**src/rtl/ntt_result_uart_sender.sv**
```systemverilog
// Buffers one RADIX-word NTT result frame, then streams it little-endian, byte by byte,
// to a uart_tx byte interface, rearming for the next frame once the last byte completes.
module ntt_result_uart_sender #(
    parameter int W     = 32,
    parameter int RADIX = 16
) (
    input  logic         clk,
    input  logic         rst,
    input  logic         result_valid_i,
    input  logic [W-1:0] result_data_i,
    input  logic         tx_active_i,
    input  logic         tx_done_i,
    output logic         tx_dv_o,
    output logic [7:0]   tx_byte_o,
    output logic         busy_o,
    output logic         done_o,
    output logic         overflow_o
);
    localparam int BYTES = W / 8;
    localparam int RW    = (RADIX > 1) ? $clog2(RADIX) : 1;
    localparam int BW    = (BYTES > 1) ? $clog2(BYTES) : 1;
    localparam logic [RW-1:0] LAST_WORD = RW'(RADIX - 1);
    localparam logic [BW-1:0] LAST_BYTE = BW'(BYTES - 1);

    typedef enum logic [1:0] {S_CAPTURE, S_SEND, S_WAIT, S_FINISH} state_t;

    state_t          r_state, w_state_next;
    logic [W-1:0]    r_buf [RADIX];
    logic [RW-1:0]   r_wr_idx, w_wr_idx_next;
    logic [RW-1:0]   r_rd_idx, w_rd_idx_next;
    logic [BW-1:0]   r_byte_idx, w_byte_idx_next;
    logic            r_tx_dv, w_tx_dv_next;
    logic [7:0]      r_tx_byte, w_tx_byte_next;
    logic            r_busy, w_busy_next;
    logic            r_done, w_done_next;
    logic            r_overflow, w_overflow_next;
    logic            w_buf_we;
    logic [W-1:0]    w_rd_word;
    logic [W-1:0]    w_rd_shifted;

    assign w_rd_word    = r_buf[r_rd_idx];
    assign w_rd_shifted = w_rd_word >> {r_byte_idx, 3'b000};

    // NOTE: sequential state uses non-blocking assignments so every register samples
    // pre-edge values, independent of process ordering in simulation.
    always_ff @(posedge clk) begin
        if (rst) begin
            r_state    <= S_CAPTURE;
            r_wr_idx   <= '0;
            r_rd_idx   <= '0;
            r_byte_idx <= '0;
            r_tx_dv    <= 1'b0;
            r_tx_byte  <= 8'h00;
            r_busy     <= 1'b0;
            r_done     <= 1'b0;
            r_overflow <= 1'b0;
        end else begin
            r_state    <= w_state_next;
            r_wr_idx   <= w_wr_idx_next;
            r_rd_idx   <= w_rd_idx_next;
            r_byte_idx <= w_byte_idx_next;
            r_tx_dv    <= w_tx_dv_next;
            r_tx_byte  <= w_tx_byte_next;
            r_busy     <= w_busy_next;
            r_done     <= w_done_next;
            r_overflow <= w_overflow_next;
        end
    end

    // NOTE: the frame buffer is deliberately not reset; it is always fully rewritten
    // before being read, so a reset would only cost a wide reset network.
    always_ff @(posedge clk) begin
        if (w_buf_we) begin
            r_buf[r_wr_idx] <= result_data_i;
        end
    end

    // NOTE: each always_comb assigns a default to every output first, so no path can
    // leave a signal unassigned and infer a latch.
    always_comb begin
        w_state_next = r_state;
        unique case (r_state)
            S_CAPTURE: if (result_valid_i && r_wr_idx == LAST_WORD) w_state_next = S_SEND;
            S_SEND:    if (!tx_active_i) w_state_next = S_WAIT;
            S_WAIT: begin
                if (tx_done_i) begin
                    if (r_byte_idx == LAST_BYTE && r_rd_idx == LAST_WORD) w_state_next = S_FINISH;
                    else                                                  w_state_next = S_SEND;
                end
            end
            S_FINISH:  w_state_next = S_CAPTURE;
            default:   w_state_next = S_CAPTURE;
        endcase
    end

    always_comb begin
        w_wr_idx_next   = r_wr_idx;
        w_rd_idx_next   = r_rd_idx;
        w_byte_idx_next = r_byte_idx;
        w_tx_dv_next    = 1'b0;
        w_tx_byte_next  = r_tx_byte;
        w_done_next     = 1'b0;
        w_buf_we        = 1'b0;
        w_busy_next     = (w_state_next == S_SEND) || (w_state_next == S_WAIT);
        // Any word offered while not capturing is lost; flag it until reset.
        w_overflow_next = r_overflow || (result_valid_i && r_state != S_CAPTURE);
        unique case (r_state)
            S_CAPTURE: begin
                if (result_valid_i) begin
                    w_buf_we      = !rst;
                    w_wr_idx_next = (r_wr_idx == LAST_WORD) ? '0 : r_wr_idx + RW'(1);
                end
            end
            S_SEND: begin
                if (!tx_active_i) begin
                    w_tx_dv_next   = 1'b1;
                    w_tx_byte_next = w_rd_shifted[7:0];
                end
            end
            S_WAIT: begin
                if (tx_done_i) begin
                    if (r_byte_idx != LAST_BYTE) begin
                        w_byte_idx_next = r_byte_idx + BW'(1);
                    end else begin
                        w_byte_idx_next = '0;
                        w_rd_idx_next   = (r_rd_idx == LAST_WORD) ? '0 : r_rd_idx + RW'(1);
                    end
                end
            end
            S_FINISH:  w_done_next = 1'b1;
            default:   ;
        endcase
    end

    assign tx_dv_o    = r_tx_dv;
    assign tx_byte_o  = r_tx_byte;
    assign busy_o     = r_busy;
    assign done_o     = r_done;
    assign overflow_o = r_overflow;
endmodule

```
**config.mk**
```make
export PLATFORM = sky130hd
export DESIGN_NAME = ntt_result_uart_sender
export DESIGN_NICKNAME = d
export VERILOG_FILES = /design/src/rtl/ntt_result_uart_sender.sv
export SDC_FILE = /design/constraint.sdc
export NUM_CORES = 1
export LEC_CHECK = 0
export CORE_UTILIZATION = 30
export CTS_CLUSTER_SIZE = 30
export DETAILED_ROUTE_END_ITERATION = 10
export GPL_TIMING_DRIVEN = 1
export SLEW_MARGIN = 20
export SYNTH_ARGS = -nofsm -noshare
export SYNTH_HDL_FRONTEND = slang
export SYNTH_SLANG_ARGS = --single-unit
export TNS_END_PERCENT = 5
```
**constraint.sdc**
```tcl
create_clock -name clk -period 4.2 [get_ports clk]
set_clock_uncertainty 0.05 [all_clocks]
set_input_delay 0.63 -clock clk [delete_from_list [all_inputs] [get_ports clk]]
set_output_delay 0.63 -clock clk [all_outputs]
set_load 0.05 [all_outputs]
```
==> impl_results.md, run 1 <==
- IO Port Bufs: 48
- Ys async rst share: 0%
- Post-synth EDFFs: 512
- Post-CTS Hold Buffers: 0
- Final worst slack: 1220 ps
- Chip width: about 270 um
- Detail Route Antenna Nets: 0
- Yosys reg bits: 540
- Outcome: finished clean
- Total CTS buffers: 54
- Initial antenna violation count: 0
- Leakage power: 7.16 nW
- CP Class: register to register
- H-Tree Depth: 2
- Cell area after layout: 0.0244 sq mm
- First-pass DRT Iterations: 5
- Clock slew at reported path FFs: 60 ps
- Post-CTS setup buffers: 0
- Yosys warns: 0
- Area Overhead vs Synth: 17.0%
- CTS Root Cell: clkbuf_16
- Initial Utilization: between 30 and 40%
- R2r setup slk: roughly 1200 ps
- Critical Path AT: 3440 ps
- Commonest cells post-synth: 512 x edfxtp_1, 132 x mux2i_1, 66 x mux4_2
- Layout cells sized above 1: 18.1%
- Gate Count Post-Synth: 1,070
- Startpoint types: register
- Die area: approximately 0.070 sq mm
- Critical Path End: tx_byte_o[4]
- GRT Total Usage: ~14%
- Netlist cell types: 43
- Die extent in y: 265 um
- Min Tclk post-route: 2980 ps
- Register area: 0.0159 sq mm
- I/O pin cnt: slightly below 50
- RSZ-0062 raised after global routing: no
- Multi-input gate area: 0.00469 sq mm
- WL per Instance: between 20 and 25 um
- CTS tree: yes
- Crit path max-delay cell type: dfxtp_1
- Seq/Total Area, Yosys: between 70 and 80%
- Top_reg_cell synth: edfxtp_1
- Buffer depth of the longest clock path: 3
- Gp weighted congestion: 0.809
- Drt total wl: between 40 and 50 mm
- Dpl hpwl: 30.6 mm
- Syn avg cell area: 19.5 sq um
- Reg2Reg Depth: 5
- Clk Latency, worst-skew pair: slightly below 600 ps
- Inst Count DP: around 2,000
- Top cells by area, synth: edfxtp_1 74%, mux4_2 7.1%, mux2i_1 6.3%
- Vias per std cell: 4.86
- Cell family with most CP delay: simple AND/OR/NAND/NOR gates
- Tcrit/Tclk final: 70.8%
- Post-synth top area share: ~74%
- Diode count: 0
- P per Cell Area: between 400 and 500 mW/mm^2
- Largest net degree at the start of global routing: 64
- Fin nets: 1,197
- Buffers plus inverters on the worst setup path: 0
- Core Util, Final: 35.5%
- Final Hold Violating Endpoints: 0
- Max cap viols: 0
- Total negative slack: 0 ps
- Worst-Margin Slew: 1030 ps
- Vias in the first global route: approximately 10,000
- First-pass GRT wire length: between 70 and 80 mm
- Critical path's largest stage delay: 990 ps
- Core Region: roughly 0.07 sq mm
- Max FO, Critical Path: 21
- Slew margin rel.: roughly a third
- Reg2reg end: tx_byte_o[4]
- Synthesized cell area: 0.0208 sq mm
- Worst slack at placement: 823 ps
- Iteration-0 DRC count of the detailed router: 1,043
- Peak VDD IR: 265 uV
- FILL cells: 6,321
- Crit path required time: around 4700 ps
- Synth Net Count: approximately 1,100
- Sink Count: 540
- Congestion Overflow GR: 0
- Final setup viols: 0
- Remaining DRCs: 0
- Synth area leader: edfxtp_1
- Vias: 10,357
- Rows: 96
- Hold Path Class: register to register
- Post-DP Area: 0.0226 sq mm
- F_max: between 300 and 400 MHz
- Crit path depth: 5
- Post-CTS sizing: 0
- Pins Over Slew Limit: 0
- Count leader, synth: edfxtp_1
- CP endpoint kind: register
- Layout Cells excl Fill: 2,129
- Critical path, cell by cell: nand2_1 -> nor3_2 -> a22o_1 -> a221oi_1 -> o211ai_1
==> final cells by class <==
class                      count  area share, %
tap                          931           4.78
multi-input combinational    469           19.2
inverter                       5         0.0770
clock inverter                29           1.17
clock buffer                  71           5.98
sequential                   540           65.5
timing repair buffer          84           3.29
==> per-stage QoR <==
step           power [W]  hold WS, ps
6_report          0.0109          402
5_1_grt           0.0112          438
4_1_cts           0.0110          411
3_5_place_dp     0.00627          394
3_3_place_gp     0.00626          391
2_1_floorplan    0.00611          414
==> cell families (layout without fill, tap and decap cells) <==
kind of cell / count (synthesis) / count (layout) / synth area share, %
compound gates: 119 / 119 / 4.12
xor+xnor: 4 / 4 / 0.168
fa+ha+maj: 6 / 6 / 0.360
buf+inv: 61 / 189 / 1.53
flops: 540 / 540 / 76.5
mux: 214 / 214 / 14.3
simple gates: 126 / 126 / 2.95
==> how the worst min path moves through the flow <==
stage / start / endpoint / slack (ps) / cells after the start
after detailed placement: overflow_o / overflow_o / 390 / 2
after floorplan: r_rd_idx[3] / busy_o / 410 / 1
final: overflow_o / overflow_o / 400 / 2
after global placement: overflow_o / overflow_o / 390 / 2
after CTS: overflow_o / overflow_o / 410 / 2
after global routing: overflow_o / overflow_o / 440 / 2
==> state kept, by name, summed over array words and instances, names as in the netlist, 2 cells and up, named ones only <==
signal and flops:
tx_byte_o 8, r_buf 512, r_state 2, r_rd_idx 4
r_wr_idx 4, r_byte_idx 2
==> power by group <==
group / internal (W) / leakage [nW] / switching, W
clock network: 0.00279 / 0.843 / 0.00195
logic: 0.0000615 / 1.47 / 0.000153
registers: 0.00593 / 4.84 / 0.00000998
==> layout by cell type (no fill, tap or decap), types with 31 or more instances in the layout <==
cell type,n
clkbuf_16,55
clkdlybuf4s50_1,48
edfxtp_1,512
mux2i_1,132
nand2_1,31
a22oi_1,48
mux4_2,66
nand3_1,31
a21oi_1,31
buf_4,32
==> tightest hold or removal path: stages, from the launching register on <==
cell,delay [ps]
dfxtp_1,310
inv_1,50
a21oi_1,50
==> per-layer routing <==
metal / vias up / part of all wire (%) / GRT usage [%] / wire (um)
met1: 5441 / 46 / 20.0 / 22000
met5: - / 0 / 0 / 0
met2: 319 / 47 / 21.4 / 22500
met3: 68 / 5.5 / 1.98 / 2650
li1: 4529 / - / - / -
met4: 0 / 2.4 / 4.45 / 1160
(Power assumes the default switching activity.)
==> run 2: changes to the inputs <==
Clock period 4.2 ns to 2.48 ns, I/O delays scaled along.
==> run 2 against run 1 <==
  * Non-clock buffer count is 32 higher
  * Cell count is 1.2% higher
  * Core utilization is 1.0 points higher
  * Critical endpoint is now tx_byte_o[6]
  * Sequential share of layout area is 1.8 points lower
  * Register-to-register slack worse by 1100 ps
  * First-iteration DRC count is 24% lower
  * Cell area is 2.8% higher
  * Hold slack worse by 45 ps
  * Critical path depth is 4 higher
  * Combinational power is 79% higher
  * Total power is 68% higher
  * Setup slack worse by 1100 ps
==> impl_results.md, run 2 (synthesized netlist as in run 1, its figures left out) <==
- Outcome: finished clean
- IO Port Bufs: 48
- CTS Root Cell: clkbuf_16
- Sink Count: 540
- Area Overhead vs Synth: 20.3%
- Total CTS buffers: 51
- GRT Total Usage: 13.4%
- Max FFs per register: 512
- Vias in the first global route: 10,535
- Pins Over Slew Limit: 0
- P per Cell Area: 733 mW/mm^2
- Critical path's largest stage delay: roughly 370 ps
- RSZ-0062 raised after global routing: no
- H-Tree Depth: 2
- Diode count: 0
- Layout cells sized above 1: 21.2%
- Register area: 0.0159 sq mm
- Post-CTS Hold Buffers: 0
- Crit path max-delay cell type: dfxtp_4
- Dpl hpwl: 29.9 mm
- Buffer depth of the longest clock path: 3
- CP endpoint kind: register
- First-pass GRT wire length: 69.9 mm
- Largest net degree at the start of global routing: 38
- Die area: 0.0705 sq mm
- Clock slew at reported path FFs: 60 ps
- Worst-Margin Slew: 806 ps
- Critical Path AT: 2710 ps
- Final setup viols: 0
- Iteration-0 DRC count of the detailed router: 793
- Crit path required time: 2870 ps
- Tot Pwr: 0.0184 W
- WL per Instance: 21.8 um
- Initial antenna violation count: 0
- Tcrit/Tclk final: a little over nine tenths
- Initial Utilization: 30.4%
- FILL cells: 6,294
- Clk Latency, worst-skew pair: 570 ps
- Vias: 10,238
- Total negative slack: 0 ps
- Fin nets: between 1,000 and 1,500
- Worst hold start: result_valid_i
- First-pass DRT Iterations: 5
- Max FO, Critical Path: 37
- Max cap viols: 0
- Final Hold Violating Endpoints: 0
- Leakage power: 7.40 nW
- Remaining DRCs: 0
- Commonest non-fill, non-tap cell in the layout: edfxtp_1
- Hold Path Class: input port to register
- Rows: 96
- Buffers plus inverters on the worst setup path: 3
- Multi-input gate area: 0.00472 sq mm
- Post-DP Area: 0.0233 sq mm
- CP Class: register to register
- Slew margin rel.: 46.1%
- Detail Route Antenna Nets: 0
- Cell family with most CP delay: buffers and inverters
- Vias per std cell: 4.75
- Chip width: 265 um
- CP dominant cell by count: buf_12
- I/O pin cnt: ~50
- Drt total wl: ~47 mm
- Cell area after layout: 0.0251 sq mm
- Startpoint types: register
- CTS tree: yes
- Gp weighted congestion: around 0.79
- Critical path, cell by cell: buf_12 -> buf_12 -> mux2i_1 -> a22oi_1 -> nand2_1 -> o22ai_1 -> nor3_1 -> buf_4 -> o211ai_1
- Congestion Overflow GR: 0
- F_max: 430 MHz
- Core Region: 0.0686 sq mm
- Min Tclk post-route: 2320 ps
- Die extent in y: approximately 270 um
- Biggest register: r_buf
- Most frequent cells in the layout: 512 x edfxtp_1, 131 x mux2i_1, 66 x mux4_2
- Peak VDD IR: 563 uV
[run 2: changes by cell type in the layout (fill, tap and decap cells not counted), moves of 4 or more]
| cell | previous run | this run |
|---|---|---|
| clkinv_2 | 4 | 13 |
| nor3_2 | 5 | 1 |
| nor3_4 | 0 | 4 |
| buf_4 | 32 | 28 |
| clkinv_1 | 16 | 3 |
| buf_12 | 4 | 40 |
[run 2: per-stage QoR]
stage	setup WS [ps]	cells	utilization, %	hold WS (ps)
2_1_floorplan	-506	1070	-	407
3_5_place_dp	-24.9	2061	34.0	401
5_1_grt	12.0	2155	36.5	368
4_1_cts	142	2155	36.5	334
3_3_place_gp	4.81	2061	34.0	393
6_report	156	2155	36.5	356
[run 2: path summary, 6_finish.rpt]
kind	to	cells past startpoint	slack (ps)
worst max-delay path	tx_byte_o[6]	9	160
worst min register to register	overflow_o	2	410
worst max register to register	tx_byte_o[6]	9	160
worst min-delay path	overflow_o	3	360
[run 2: cell type report]
| class | instances | area share (%) |
|---|---|---|
| clock buffers | 69 | 5.73 |
| clock inverters | 25 | 1.11 |
| inverters | 5 | 0.0749 |
| multi-input cells | 469 | 18.8 |
| flip-flops and latches | 540 | 63.6 |
| well taps | 931 | 4.65 |
| repair buffers | 116 | 5.95 |
[run 2: layer usage]
layer | GRT usage [%] | vias up | wire, um
met3 | 1.82 | 68 | 2210
li1 | - | 4589 | -
met5 | 0 | - | 0
met1 | 18.0 | 5315 | 20600
met2 | 22.5 | 266 | 23100
met4 | 3.97 | 0 | 1210
[run 2: power by group]
group          switching, W  total (W)  internal, W  leakage, nW
registers         0.0000167     0.0101       0.0100         4.84
logic              0.000256   0.000385     0.000130         1.72
clock network       0.00324    0.00792      0.00468        0.843
total               0.00351     0.0184       0.0148         7.40
[run 2: tightest hold or removal path: stages]
cell             delay [ps]
clkdlybuf4s50_1         410
o21ai_0                  80
a21oi_1                  60
[run 2: repair_timing]
item | 4_1_cts | 5_1_grt
endpoints found under the setup margin | 0 | 1
setup buffers | 0 | 0
resized for setup | 0 | 1
==> run 3: changes to the inputs <==
Settings changed: ABC_AREA set to 1, TNS_END_PERCENT 5 to not set.
==> run 3 against run 2 <==
  * First-iteration DRC count rose by 67%
  * Maximum frequency fell by 1.7%
  * Cell area rose by 3.5%
  * Synthesized cell count rose by 71%
  * Via count rose by 37%
  * Total power fell by 0.12%
  * Die area rose by 4.9%
  * Critical path depth fell by 8
  * Routed wire length rose by 17%
  * Register-to-register slack improved by 200 ps
  * Critical path type is now register to output port
  * Highest routed layer unchanged
==> impl_results.md, run 3 <==
- R2r setup slk: 360 ps
- Hold path cells: 2
- Remaining DRCs: 0
- WHS Endpoint: tx_dv_o
- Vias: 13,994
- RSZ-0062 raised after global routing: no
- Gp weighted congestion: 0.825
- Outcome: finished clean
- CTS Root Cell: clkbuf_16
- Detail Route Antenna Nets: 0
- Iteration-0 DRC count of the detailed router: 1,326
- Final setup viols: 0
- Reg2reg end: tx_byte_o[7]
- Drt total wl: 55.2 mm
- Top_reg_cell synth: edfxtp_1
- Worst slack at placement: 53.6 ps
- Syn avg cell area: approximately 12 sq um
- Congestion Overflow GR: 0
- Core Region: 0.0719 sq mm
- Clk Latency, worst-skew pair: 600 ps
- Sink Count: 540
- Count leader, synth: nand2_1
- Die area: 0.0740 sq mm
- Biggest register: r_buf
- H-Tree Depth: 2
- Multi-input gate area: 0.00518 sq mm
- Synth Net Count: approximately 1,900
- Hold Path Class: input port to register
- Netlist cell types: 24
- Post-DP Area: 0.0242 sq mm
- Die extent in y: 272 um
- Critical path's largest stage delay: 870 ps
- Rows: 98
- CP Class: register to output port
- Top cells by area, synth: edfxtp_1 70%, nand3_1 11%, nand2_1 10%
- Post-CTS sizing: 0
- Crit path max-delay cell type: clkdlybuf4s50_1
- Tcrit/Tclk final: 95.3%
- Slew margin rel.: 46.7%
- Final Hold Violating Endpoints: 0
- CP endpoint kind: output port
- Diode count: 0
- Crit path required time: 2060 ps
- Tot Pwr: ~0.018 W
- Min Tclk post-route: roughly 2400 ps
- Reg2Reg Depth: 12
- Dpl hpwl: 34.4 mm
- Max FFs per register: 512
- IO Port Bufs: 48
- Synth area leader: edfxtp_1
- I/O pin cnt: 49
- Buffers plus inverters on the worst setup path: 1
- Critical path, cell by cell: clkdlybuf4s50_1
- Max FO, Critical Path: 2
- Vias in the first global route: around 14,000
- Register area: 0.0159 sq mm
- Area Overhead vs Synth: 18.6%
- Cell area after layout: 0.0259 sq mm
- CTS tree: yes
- Vias per std cell: ~4.8
- Ys async rst share: 0%
- Post-CTS setup buffers: 0
- FILL cells: roughly 7,000
- Leakage power: 9.03 nW
- Initial antenna violation count: 0
- Layout cells sized above 1: 10.0%
- Yosys warns: 0
- Seq/Total Area, Yosys: 72.9%
- Final worst slack: 116 ps
- Total CTS buffers: between 50 and 60
- Post-CTS Hold Buffers: 0
- Post-synth top area share: 70.3%
- Post-synth EDFFs: 512
- Synthesized cell area: 0.0219 sq mm
- Chip width: 272 um
- Max cap viols: 0
- First-pass GRT wire length: 84.5 mm
- Clock slew at reported path FFs: 60 ps
- WL per Instance: 18.9 um
- Worst hold start: tx_active_i
- Peak VDD IR: between 400 and 500 uV
- Most frequent cells in the layout: 601 x nand2_1, 512 x edfxtp_1, 475 x nand3_1
- Fin nets: 1,963
- Critical Path AT: just under 2000 ps
- Startpoint types: register
- Initial Utilization: 30.4%
- Worst-Margin Slew: between 700 and 800 ps
- Yosys reg bits: 540
- GRT Total Usage: 14.8%
- Largest net degree at the start of global routing: 65
- Cell family with most CP delay: buffers and inverters
- Gate Count Post-Synth: 1,832
- First-pass DRT Iterations: 5
- Pins Over Slew Limit: 0
- Commonest cells post-synth: 601 x nand2_1, 512 x edfxtp_1, 475 x nand3_1
- Commonest non-fill, non-tap cell in the layout: nand2_1
- P per Cell Area: 707 mW/mm^2
- F_max: 423 MHz
- Buffer depth of the longest clock path: 3
run 3: cell count changes after synthesis, sizes merged, moves of 12 or more:
| cell | change |
|---|---|
| a21oi | -18 |
| buf | +58 |
| nor2 | -12 |
| nand3 | +444 |
| mux2 | -16 |
| nand2 | +570 |
| mux4 | -66 |
| mux2i | -132 |
| a22oi | -48 |
| inv | +27 |
run 3: layer usage:
| layer | global-route usage (%) | vias up | wire, um |
|---|---|---|---|
| met1 | 18.4 | 6820 | 22400 |
| met4 | 5.14 | 0 | 1480 |
| met2 | 26.4 | 426 | 28400 |
| met5 | 0 | - | 0 |
| li1 | - | 6657 | - |
| met3 | 1.98 | 91 | 2930 |
run 3: stage by stage:
step / TNS [ps] / hold WS, ps / util [%] / std cells
after floorplan: -87110 / 401 / - / 1832
after global placement: 0 / 393 / 33.7 / 2813
after detailed placement: 0 / 399 / 33.7 / 2813
after CTS: 0 / 345 / 36.1 / 2916
after global routing: 0 / 368 / 36.1 / 2916
final: 0 / 363 / 36.1 / 2916
run 3: how the worst max path moves through the flow:
stage                              end  cells after the start      startpoint  slack [ps]
after floorplan           r_buf[13][0]                      4             rst        -210
after global placement    r_buf[8][16]                      8  result_valid_i          30
after detailed placement  r_buf[8][18]                      8  result_valid_i          50
after CTS                 tx_byte_o[4]                      1    tx_byte_o[4]         110
after global routing      tx_byte_o[5]                      1    tx_byte_o[5]          90
final                     tx_byte_o[4]                      1    tx_byte_o[4]         120
run 3: power by group:
| group | internal, W | switching (W) | leakage (nW) |
|---|---|---|---|
| Sequential | 0.0100 | 0.0000169 | 4.84 |
| Clock | 0.00448 | 0.00336 | 0.838 |
| Combinational | 0.000130 | 0.000303 | 3.35 |
run 3: cell families after synthesis:
group | after synthesis | share of synthesized area (%)
AND/OR/NAND/NOR | 1112 | 21.9
flip-flops | 540 | 72.9
buffers and inverters | 146 | 4.10
AO/OA/AOI/OAI | 28 | 0.750
adder cells (fa/ha/maj) | 6 | 0.343
run 3: cell type report:
cell class / instances / share of cell area [%]
Clock buffer: 78 / 5.88
Inverter: 34 / 0.521
Clock inverter: 25 / 0.734
Timing Repair Buffer: 143 / 6.78
Tap cell: 950 / 4.58
Multi-Input combinational cell: 1146 / 20.0
Sequential cell: 540 / 61.5
==> patch, RTL diff (flow settings as in run 2) <==
Re-encode `state_t` (4 states) as Gray code, 2 bits wide.
--- a/src/rtl/ntt_result_uart_sender.sv
+++ b/src/rtl/ntt_result_uart_sender.sv
@@ -22,7 +22,7 @@
     localparam logic [RW-1:0] LAST_WORD = RW'(RADIX - 1);
     localparam logic [BW-1:0] LAST_BYTE = BW'(BYTES - 1);
 
-    typedef enum logic [1:0] {S_CAPTURE, S_SEND, S_WAIT, S_FINISH} state_t;
+    typedef enum logic [1:0] {S_CAPTURE = 2'b00, S_SEND = 2'b01, S_WAIT = 2'b11, S_FINISH = 2'b10} state_t;
 
     state_t          r_state, w_state_next;
     logic [W-1:0]    r_buf [RADIX];
Behaviour: same outputs for any inputs over 10 cycles, from zero or initial values and one cycle with rst high; not proved beyond that.
==> patch against run 2 <==
  * Highest routed layer is now met5
  * Routed wire length rose by 3.3%
  * Sequential cell count fell by 1
  * Synthesized area fell by 0.26%
  * Setup slack got worse by 0.078 ns
  * Combinational power fell by 8.1%
  * Power rose by 2.0%
  * Final cell count rose by 0.74%
  * First-iteration DRC count fell by 0.88%
  * Final area rose by 2.1%
  * Maximum frequency fell by 3.3%
==> patch: results (changes against run 2) <==
- Internal Power: 15.12 mW (+1.9%)
- Max IR drop VDD: 0.5090 mV (-9.6%)
- Via count: 10452 (+2.1%)
- Critical-path maximum fanout: 20 (-46%)
- Post-Place Cells: 2055 (-0.29%)
- Pin count of the biggest net entering global routing: 46 (+21%)
- Layout cells sized above 1: 31.37% (+10 points)
- DRT Wirelength: 48650 um (+3.3%)
- # fillers: 6242 (-0.83%)
- Max reg flops: 512 (unchanged)
- Synth Instances: 1007 (-5.9%)
- Worst-Skew Late Latency: 0.59 ns (+0.02 ns)
- Syn Nets: 1050 (-5.7%)
- Pre-CTS WS: -0.07291 ns (-0.04803 ns)
- Final HPWL DP: 31710 um (+5.9%)
- Vias in the first global route: 10945 (+3.9%)
- Gr usage total: 13.98% (+0.58 points)
- 1st-iter DRT viols: 786 (-0.88%)
- Via density: 4.814 (+1.3%)
- Synth top cells by count: 512 x edfxtp_1, 105 x mux4_2, 49 x nor2_1, 48 x mux2_2, 32 x mux2i_1
- Initial antenna violation count: 2 (+2)
- CTS buffer count: 55 (+7.8%)
- GP Congestion: 0.8278 (+5.4%)
- Yosys cell types: 40 (-7.0%)
- Nets: 1236 (+0.82%)
- Outcome: finished, final reports clean
- Leak: 7.858 nW (+6.1%)
- Max stage delay on crit path: 0.41 ns (+0.04 ns)
- First-pass GRT wire length: 72450 um (+3.6%)
==> patch: logic make-up after synthesis <==
group | count (synthesis) | synth area share, %
xor+xnor | 2 | 0.08435
compound gates | 79 | 2.717
simple gates | 135 | 3.259
mux | 185 | 15.53
buf+inv | 61 | 1.428
fa+ha+maj | 6 | 0.3614
flops | 539 | 76.62
==> patch: what timing repair did <==
action,CTS,global route
pin swaps,0,1
endpoints found under the setup margin,4,7
cloned,0,0
hold endpoints to repair,0,0
buffers inserted,0,12
resized for setup,5,13
==> patch: power groups by stage <==
stage,Sequential [mW],Combinational [mW],Clock (mW)
2_1_floorplan,10.2,0.0901,0
3_3_place_gp,10.2,0.346,0
3_5_place_dp,10.2,0.357,0
4_1_cts,10.0,0.360,8.52
5_1_grt,10.0,0.387,8.86
6_report,10.0,0.354,8.35
==> patch: final cells by class <==
class	count	share of cell area, %
inverters	12	0.1761
clock inverters	31	1.291
well taps	931	4.553
flip-flops and latches	539	62.24
repair buffers	178	7.326
multi-input cells	407	18.53
clock buffers	73	5.888
==> patch: path summary, 6_finish.rpt <==
check	end	slack (ns)	cells past startpoint
worst max-delay path	tx_byte_o[4]	0.08	9
worst min register to register	overflow_o	0.40	2
worst max register to register	tx_byte_o[4]	0.08	9
worst min-delay path	overflow_o	0.40	3
==> patch: layer usage <==
layer  global-route usage (%)  up-vias  routed length (um)
met2                    22.29      256               23100
met1                    19.17     5576               21930
met3                    2.722       65                2456
met4                    4.609        4                1139
met5                        0        -                  23
li1                         -     4551                   -
==> patch: metrics by stage <==
stage	instance area, um2	hold WS, ns	TNS [ns]
after floorplan	20800	0.4198	-197.50
after global placement	23580	0.4014	-0.2757
after detailed placement	23580	0.3935	-0.1419
after CTS	25440	0.3685	0
after global routing	25580	0.4256	0
final	25580	0.3999	0
